--- src/rtl/pe_dot_accum_drain.sv ---
// Receiving end of the PE dot-product adder tree: re-times the beat tags to the tree latency,
// accumulates K-chunk partial sums with saturation, and drains finished sums through a FIFO.
module pe_dot_accum_drain #(
  parameter int DOT_OUTPUT_WIDTH = 20,
  parameter int ACC_WIDTH        = 32,
  parameter int TREE_LATENCY     = 4,
  parameter int FIFO_DEPTH       = 8
) (
  input  logic                               clock,
  input  logic                               reset,
  input  logic                               i_dot_valid,
  input  logic                               i_dot_first,
  input  logic                               i_dot_last,
  input  logic signed [DOT_OUTPUT_WIDTH-1:0] i_tree_result,
  output logic                               o_stall,
  output logic                               o_valid,
  input  logic                               i_ready,
  output logic signed [ACC_WIDTH-1:0]        o_data,
  output logic                               o_sat,
  output logic                               o_overflow,
  output logic [15:0]                        o_count
);

  localparam int PTR_W = $clog2(FIFO_DEPTH);
  localparam int CNT_W = PTR_W + 1;
  localparam int EXT_W = ACC_WIDTH + 1 - DOT_OUTPUT_WIDTH;

  localparam logic signed [ACC_WIDTH-1:0] ACC_MAX = {1'b0, {(ACC_WIDTH-1){1'b1}}};
  localparam logic signed [ACC_WIDTH-1:0] ACC_MIN = {1'b1, {(ACC_WIDTH-1){1'b0}}};

  typedef struct packed {
    logic valid;
    logic first;
    logic last;
  } tag_t;

  typedef struct packed {
    logic                        sat;
    logic signed [ACC_WIDTH-1:0] data;
  } entry_t;

  tag_t                        tag_q [TREE_LATENCY];
  tag_t                        d_tag;
  logic signed [ACC_WIDTH-1:0] acc_q, acc_d;
  logic                        sat_q, sat_d;
  logic                        open_q, open_d;
  logic signed [ACC_WIDTH:0]   base_x, sum_x;
  logic                        fresh, clip;
  entry_t                      fin;

  entry_t                      mem [FIFO_DEPTH];
  entry_t                      head, hold_q;
  logic [PTR_W-1:0]            wr_ptr_q, rd_ptr_q;
  logic [CNT_W-1:0]            count_q, count_d;
  logic                        push_req, push, pop, full;
  logic                        stall_q, overflow_q;
  logic [15:0]                 pop_count_q;

  // Tags are qualified on entry so first/last never leak from an invalid beat.
  always_ff @(posedge clock or posedge reset) begin
    if (reset) begin
      for (int i = 0; i < TREE_LATENCY; i++) tag_q[i] <= '0;
    end else begin
      tag_q[0] <= '{valid: i_dot_valid,
                    first: i_dot_valid & i_dot_first,
                    last:  i_dot_valid & i_dot_last};
      for (int i = 1; i < TREE_LATENCY; i++) tag_q[i] <= tag_q[i-1];
    end
  end

  assign d_tag = tag_q[TREE_LATENCY-1];

  // NOTE: combinational blocks use blocking '=' with every output defaulted first, so no latches.
  always_comb begin
    fresh    = d_tag.first | ~open_q;
    base_x   = fresh ? '0 : {acc_q[ACC_WIDTH-1], acc_q};
    sum_x    = base_x + {{EXT_W{i_tree_result[DOT_OUTPUT_WIDTH-1]}}, i_tree_result};
    clip     = sum_x[ACC_WIDTH] ^ sum_x[ACC_WIDTH-1];
    fin.data = clip ? (sum_x[ACC_WIDTH] ? ACC_MIN : ACC_MAX) : sum_x[ACC_WIDTH-1:0];
    fin.sat  = clip | (~fresh & sat_q);
    acc_d    = acc_q;
    sat_d    = sat_q;
    open_d   = open_q;
    if (d_tag.valid) begin
      if (d_tag.last) begin
        acc_d  = '0;
        sat_d  = 1'b0;
        open_d = 1'b0;
      end else begin
        acc_d  = fin.data;
        sat_d  = fin.sat;
        open_d = 1'b1;
      end
    end
  end

  // A pop frees the full slot in the same edge, so push-while-full is honoured then.
  assign full     = (count_q == CNT_W'(FIFO_DEPTH));
  assign o_valid  = (count_q != '0);
  assign pop      = o_valid & i_ready;
  assign push_req = d_tag.valid & d_tag.last;
  assign push     = push_req & (~full | pop);
  assign count_d  = count_q + CNT_W'(push) - CNT_W'(pop);
  assign head     = mem[rd_ptr_q];

  // When empty the last popped entry is shown, so o_data holds its value.
  assign o_data     = o_valid ? head.data : hold_q.data;
  assign o_sat      = o_valid ? head.sat  : hold_q.sat;
  assign o_stall    = stall_q;
  assign o_overflow = overflow_q;
  assign o_count    = pop_count_q;

  // NOTE: sequential state uses non-blocking '<=' so every register samples pre-edge values.
  always_ff @(posedge clock or posedge reset) begin
    if (reset) begin
      acc_q       <= '0;
      sat_q       <= 1'b0;
      open_q      <= 1'b0;
      wr_ptr_q    <= '0;
      rd_ptr_q    <= '0;
      count_q     <= '0;
      hold_q      <= '0;
      stall_q     <= 1'b0;
      overflow_q  <= 1'b0;
      pop_count_q <= '0;
    end else begin
      acc_q   <= acc_d;
      sat_q   <= sat_d;
      open_q  <= open_d;
      count_q <= count_d;
      // Free slots must cover every beat still travelling through the delay line.
      stall_q <= (CNT_W'(FIFO_DEPTH) - count_d) <= CNT_W'(TREE_LATENCY + 1);
      if (push) wr_ptr_q <= wr_ptr_q + 1'b1;
      if (pop) begin
        rd_ptr_q    <= rd_ptr_q + 1'b1;
        hold_q      <= head;
        pop_count_q <= pop_count_q + 16'd1;
      end
      if (push_req & full & ~pop) overflow_q <= 1'b1;
    end
  end

  // NOTE: storage has no reset; only entries between the pointers are ever read.
  always_ff @(posedge clock) begin
    if (push) mem[wr_ptr_q] <= fin;
  end

endmodule
--- config.mk ---
export PLATFORM = sky130hd
export DESIGN_NAME = pe_dot_accum_drain
export DESIGN_NICKNAME = d
export VERILOG_FILES = /design/src/rtl/pe_dot_accum_drain.sv
export SDC_FILE = /design/constraint.sdc
export NUM_CORES = 1
export LEC_CHECK = 0
export ABC_AREA = 1
export CAP_MARGIN = 20
export CORE_AREA = 2 2 181 183
export DETAILED_ROUTE_END_ITERATION = 16
export DIE_AREA = 0 0 183 185
export GPL_ROUTABILITY_DRIVEN = 1
export HOLD_SLACK_MARGIN = 0.12
export PLACE_DENSITY_LB_ADDON = 0.2
export RECOVER_POWER = 100
export SLEW_MARGIN = 30
export SYNTH_ARGS = -nofsm -noshare
export SYNTH_HDL_FRONTEND = slang
export SYNTH_SLANG_ARGS = --single-unit
--- constraint.sdc ---
create_clock -name clock -period 3.8 [get_ports clock]
set_input_delay 1.14 -clock clock [delete_from_list [all_inputs] [get_ports clock]]
set_output_delay 1.14 -clock clock [all_outputs]
set_load 0.02 [all_outputs]
==> results_tabular.tex <==
\begin{tabular}{lr}
\hline
Metric & Value \\
\hline
\multicolumn{2}{l}{\textbf{Global route}} \\
Most congested layer reported by global routing & met2 \\
Vias in the first global route & 11900 \\
Overall overflow remaining after global route & 0 \\
Global-route wire length before repair & 65.3 mm \\
Overall routing resource usage & 0.250 \\
Grt met1 use & 0.367 \\
Met3 Track Usage GR & 0.0273 \\
Maximum number of pins on one net before global-route repair & 72 \\
Number of antenna violations at the first check in global routing & 0 \\
Met2 usage in global routing & 0.403 \\
\multicolumn{2}{l}{\textbf{Clock tree}} \\
CTS sink cnt & 371 \\
Hold-fix buffers at CTS & 0 \\
Number of buffers added by the clock tree synthesis step & 39 \\
Root buffer cell & sky130\_fd\_sc\_hd\_\_clkbuf\_16 \\
Clock H-tree levels & 2 \\
Number of buffers on the longest clock path & 3 \\
Clock tree from TritonCTS & done \\
Latest clock arrival within the worst-skew pair & roughly 0.52 ns \\
Clock transition at the registers of the reported paths & 0.06 ns \\
\multicolumn{2}{l}{\textbf{Route}} \\
Wire length after detailed routing & around 42 mm \\
Number of nets with antenna violations after detailed routing & 0 \\
Wire per inst & 18.7 um \\
Remaining design rule violation count & 0 \\
Number of detailed-routing iterations run before antenna repair & 5 \\
Vias per inst & 5.61 \\
Initial drt markers & 1101 \\
Detailed-route via count & roughly 13000 \\
\multicolumn{2}{l}{\textbf{Synth}} \\
Syn\_area\_per\_cell & around 10 um2 \\
Post-synthesis cell count & 1659 \\
Cell area after synthesis & between 15000 and 20000 um2 \\
Share of the yosys chip area belonging to registers & 0.613 \\
EDFF count, synth & 264 \\
Register bit total from synthesis & 371 \\
Dominant synthesized flop cell & sky130\_fd\_sc\_hd\_\_edfxtp\_1 \\
Number of warnings reported in the yosys synthesis log & 0 \\
Post-synthesis net count & 1728 \\
Post-synthesis cell type count & 43 \\
Ys async rst share & 0.288 \\
\multicolumn{2}{l}{\textbf{Timing}} \\
Worst hold-check slack & roughly 0.35 ns \\
Worst slew margin relative to its limit & -0.149 \\
Post-route setup TNS & 0 ns \\
Final Max Slew Viols & 29 \\
Unrepaired setup endpoints after global routing & true \\
Shortest clock period the worst path allows after layout & approximately 3.7 ns \\
Slack of the critical path & $\sim$0.076 ns \\
Final setup violation count & 0 \\
Final worst-path cycle share & 0.980 \\
Endpoints failing hold & 0 \\
Worst Skew & 0.0141 ns \\
F\_max & between 200 and 300 MHz \\
Actual slew at the worst max-slew pin & 1.72 ns \\
\multicolumn{2}{l}{\textbf{Worst setup path}} \\
Critical path's top delay family & buffers and inverters \\
Delay of the slowest cell on the worst path & 0.52 ns \\
WP data arrival & 2.58 ns \\
Critical Path Slowest Stage Cell & sky130\_fd\_sc\_hd\_\_dfrtp\_4 \\
Critical path launch point type & register \\
Sort of element at the end of the critical path & output pin \\
Buffer and inverter count on the worst path & 3 \\
Critical path, cell by cell & inv\_2 -> bufbuf\_16 -> nor2\_1 -> o221ai\_1 -> o21ai\_1 -> o21ai\_0 -> clkdlybuf4s15\_1 \\
Worst Reg2Reg Path Length in Cells & 20 \\
Startpoint-to-endpoint class of the critical path & reg2out \\
Cell count along the critical path & 7 \\
Maximum fanout encountered on the critical timing path & 25 \\
Req. time, crit path & 2.66 ns \\
\multicolumn{2}{l}{\textbf{Placement}} \\
HPWL after DPL & 26.9 mm \\
Quantity of I/O buffers inserted on ports & between 70 and 80 \\
Place WS & -0.0875 ns \\
\# placed instances & about 2200 \\
RePlAce Congestion & 0.923 \\
Dpl cell area & 19400 um2 \\
\multicolumn{2}{l}{\textbf{Floorplanning}} \\
Area inside the core boundary & 32000 um2 \\
Number of top-level design ports & 78 \\
Die boundary width & 183 um \\
Chip Height & roughly 190 um \\
Effective utilization at floorplan & 0.540 \\
Die Footprint & 33900 um2 \\
Number of rows created at floorplan & 66 \\
\multicolumn{2}{l}{\textbf{Final layout}} \\
Layout-stage area growth over the synthesis result & 17.6\% \\
End-of-flow core utilization & 0.635 \\
Final net count & 1875 \\
Antenna cell count & 0 \\
Finished Layout Cells & 2242 \\
Final design instance area without fill & 20300 um2 \\
Fraction of layout instances using a drive strength above 1 & 0.123 \\
\multicolumn{2}{l}{\textbf{Flow run}} \\
Number of violations of the max-capacitance limit & 1 \\
\multicolumn{2}{l}{\textbf{Pwr}} \\
Overall power consumption & 15.5 mW \\
Total power divided by cell area & 760 nW/um2 \\
P\_leak & 8.40 nW \\
Worst VDD drop & 461 uV \\
\multicolumn{2}{l}{\textbf{Min path}} \\
Number of cells on the worst hold path & 0 \\
HP Class & reg2reg \\
\multicolumn{2}{l}{\textbf{Run status}} \\
Outcome & finished, violations left \\
Failing checks & max-capacitance violations, max-slew violations \\
\hline
\end{tabular}
==> repair_timing <==
| item | in CTS | in global routing |
|---|---|---|
| endpoints found under the setup margin | 33 | 15 |
| buffers inserted | 1 | 0 |
| resized for setup | 39 | 31 |
| cloned | 1 | 0 |
==> kinds of logic after synthesis <==
kind of cell | synth area share
fa+ha+maj | 0.0320
flops | 0.613
simple gates | 0.164
xor+xnor | 0.0203
mux | 0.0191
compound gates | 0.107
buf+inv | 0.0443
==> worst paths after layout <==
check,start,end,slack [ns]
worst max-delay path,rd_ptr_q[0],o_data[18],0.08
worst min-delay path,tag_q[3],d_tag[0],0.35
worst max register to register,d_tag[1],acc_q[22],0.49
worst min register to register,tag_q[3],d_tag[0],0.35
max in group asynchronous,reset,hold_q[23],0.61
min in group asynchronous,reset,hold_q[5],1.28
==> area by class of cell <==
class	instances	area, um2
multi-input combinational	1097	5880
timing repair buffer	180	1610
clock buffer	46	1040
tap	408	510
sequential	371	10600
inverter	117	440
fill	2551	11700
clock inverter	23	240
==> sequential cells by signal, summed over array words and instances (netlist names), 3 cells and up <==
| signal | cells |
|---|---|
| o_count | 16 |
| acc_q | 32 |
| count_q | 4 |
| mem | 264 |
| hold_q | 33 |
| wr_ptr_q | 3 |
| d_tag | 3 |
| tag_q | 9 |
| rd_ptr_q | 3 |
==> cell usage after synthesis, types with 8 or more instances <==
master	count	area [um2]
sky130_fd_sc_hd__ha_1	41	513
sky130_fd_sc_hd__inv_1	113	424
sky130_fd_sc_hd__clkbuf_1	54	203
sky130_fd_sc_hd__o32ai_1	33	289
sky130_fd_sc_hd__nand3_1	19	95.1
sky130_fd_sc_hd__edfxtp_1	264	7930
sky130_fd_sc_hd__nand2_1	336	1260
sky130_fd_sc_hd__o21bai_1	8	60.1
sky130_fd_sc_hd__o21ai_0	172	861
sky130_fd_sc_hd__nor2_1	231	867
sky130_fd_sc_hd__nand3b_1	8	60.1
sky130_fd_sc_hd__a21oi_1	29	145
sky130_fd_sc_hd__dfrtp_1	107	2680
sky130_fd_sc_hd__o21ai_1	17	85.1
sky130_fd_sc_hd__xnor2_1	14	123
sky130_fd_sc_hd__o221ai_1	33	289
sky130_fd_sc_hd__mux2i_1	33	330
sky130_fd_sc_hd__xor2_1	26	228
sky130_fd_sc_hd__nand2_2	52	325
sky130_fd_sc_hd__buf_2	9	45.0
==> layer usage <==
layer / share of wire / routed length (um)
met4: 0.017 / 699
met2: 0.46 / 19100
met1: 0.45 / 19000
met5: 0 / 0
met3: 0.072 / 3020
==> layout by cell type, fill, tap and decap left out, types with 39 or more instances in the layout <==
master,Yosys,final
sky130_fd_sc_hd__o21ai_0,172,163
sky130_fd_sc_hd__nor2_1,231,225
sky130_fd_sc_hd__ha_1,41,41
sky130_fd_sc_hd__clkbuf_16,0,39
sky130_fd_sc_hd__edfxtp_1,264,264
sky130_fd_sc_hd__buf_4,0,71
sky130_fd_sc_hd__inv_1,113,112
sky130_fd_sc_hd__dfrtp_1,107,104
sky130_fd_sc_hd__nand2_1,336,360
==> power breakdown <==
| group | switching (mW) | total [mW] | internal, mW | leakage (nW) |
|---|---|---|---|---|
| Combinational | 3.92 | 6.02 | 2.11 | 4.08 |
| Clock | 1.52 | 3.76 | 2.24 | 0.628 |
| Sequential | 0.350 | 5.67 | 5.32 | 3.69 |
No activity file was read; power rests on OpenSTA's default activity.
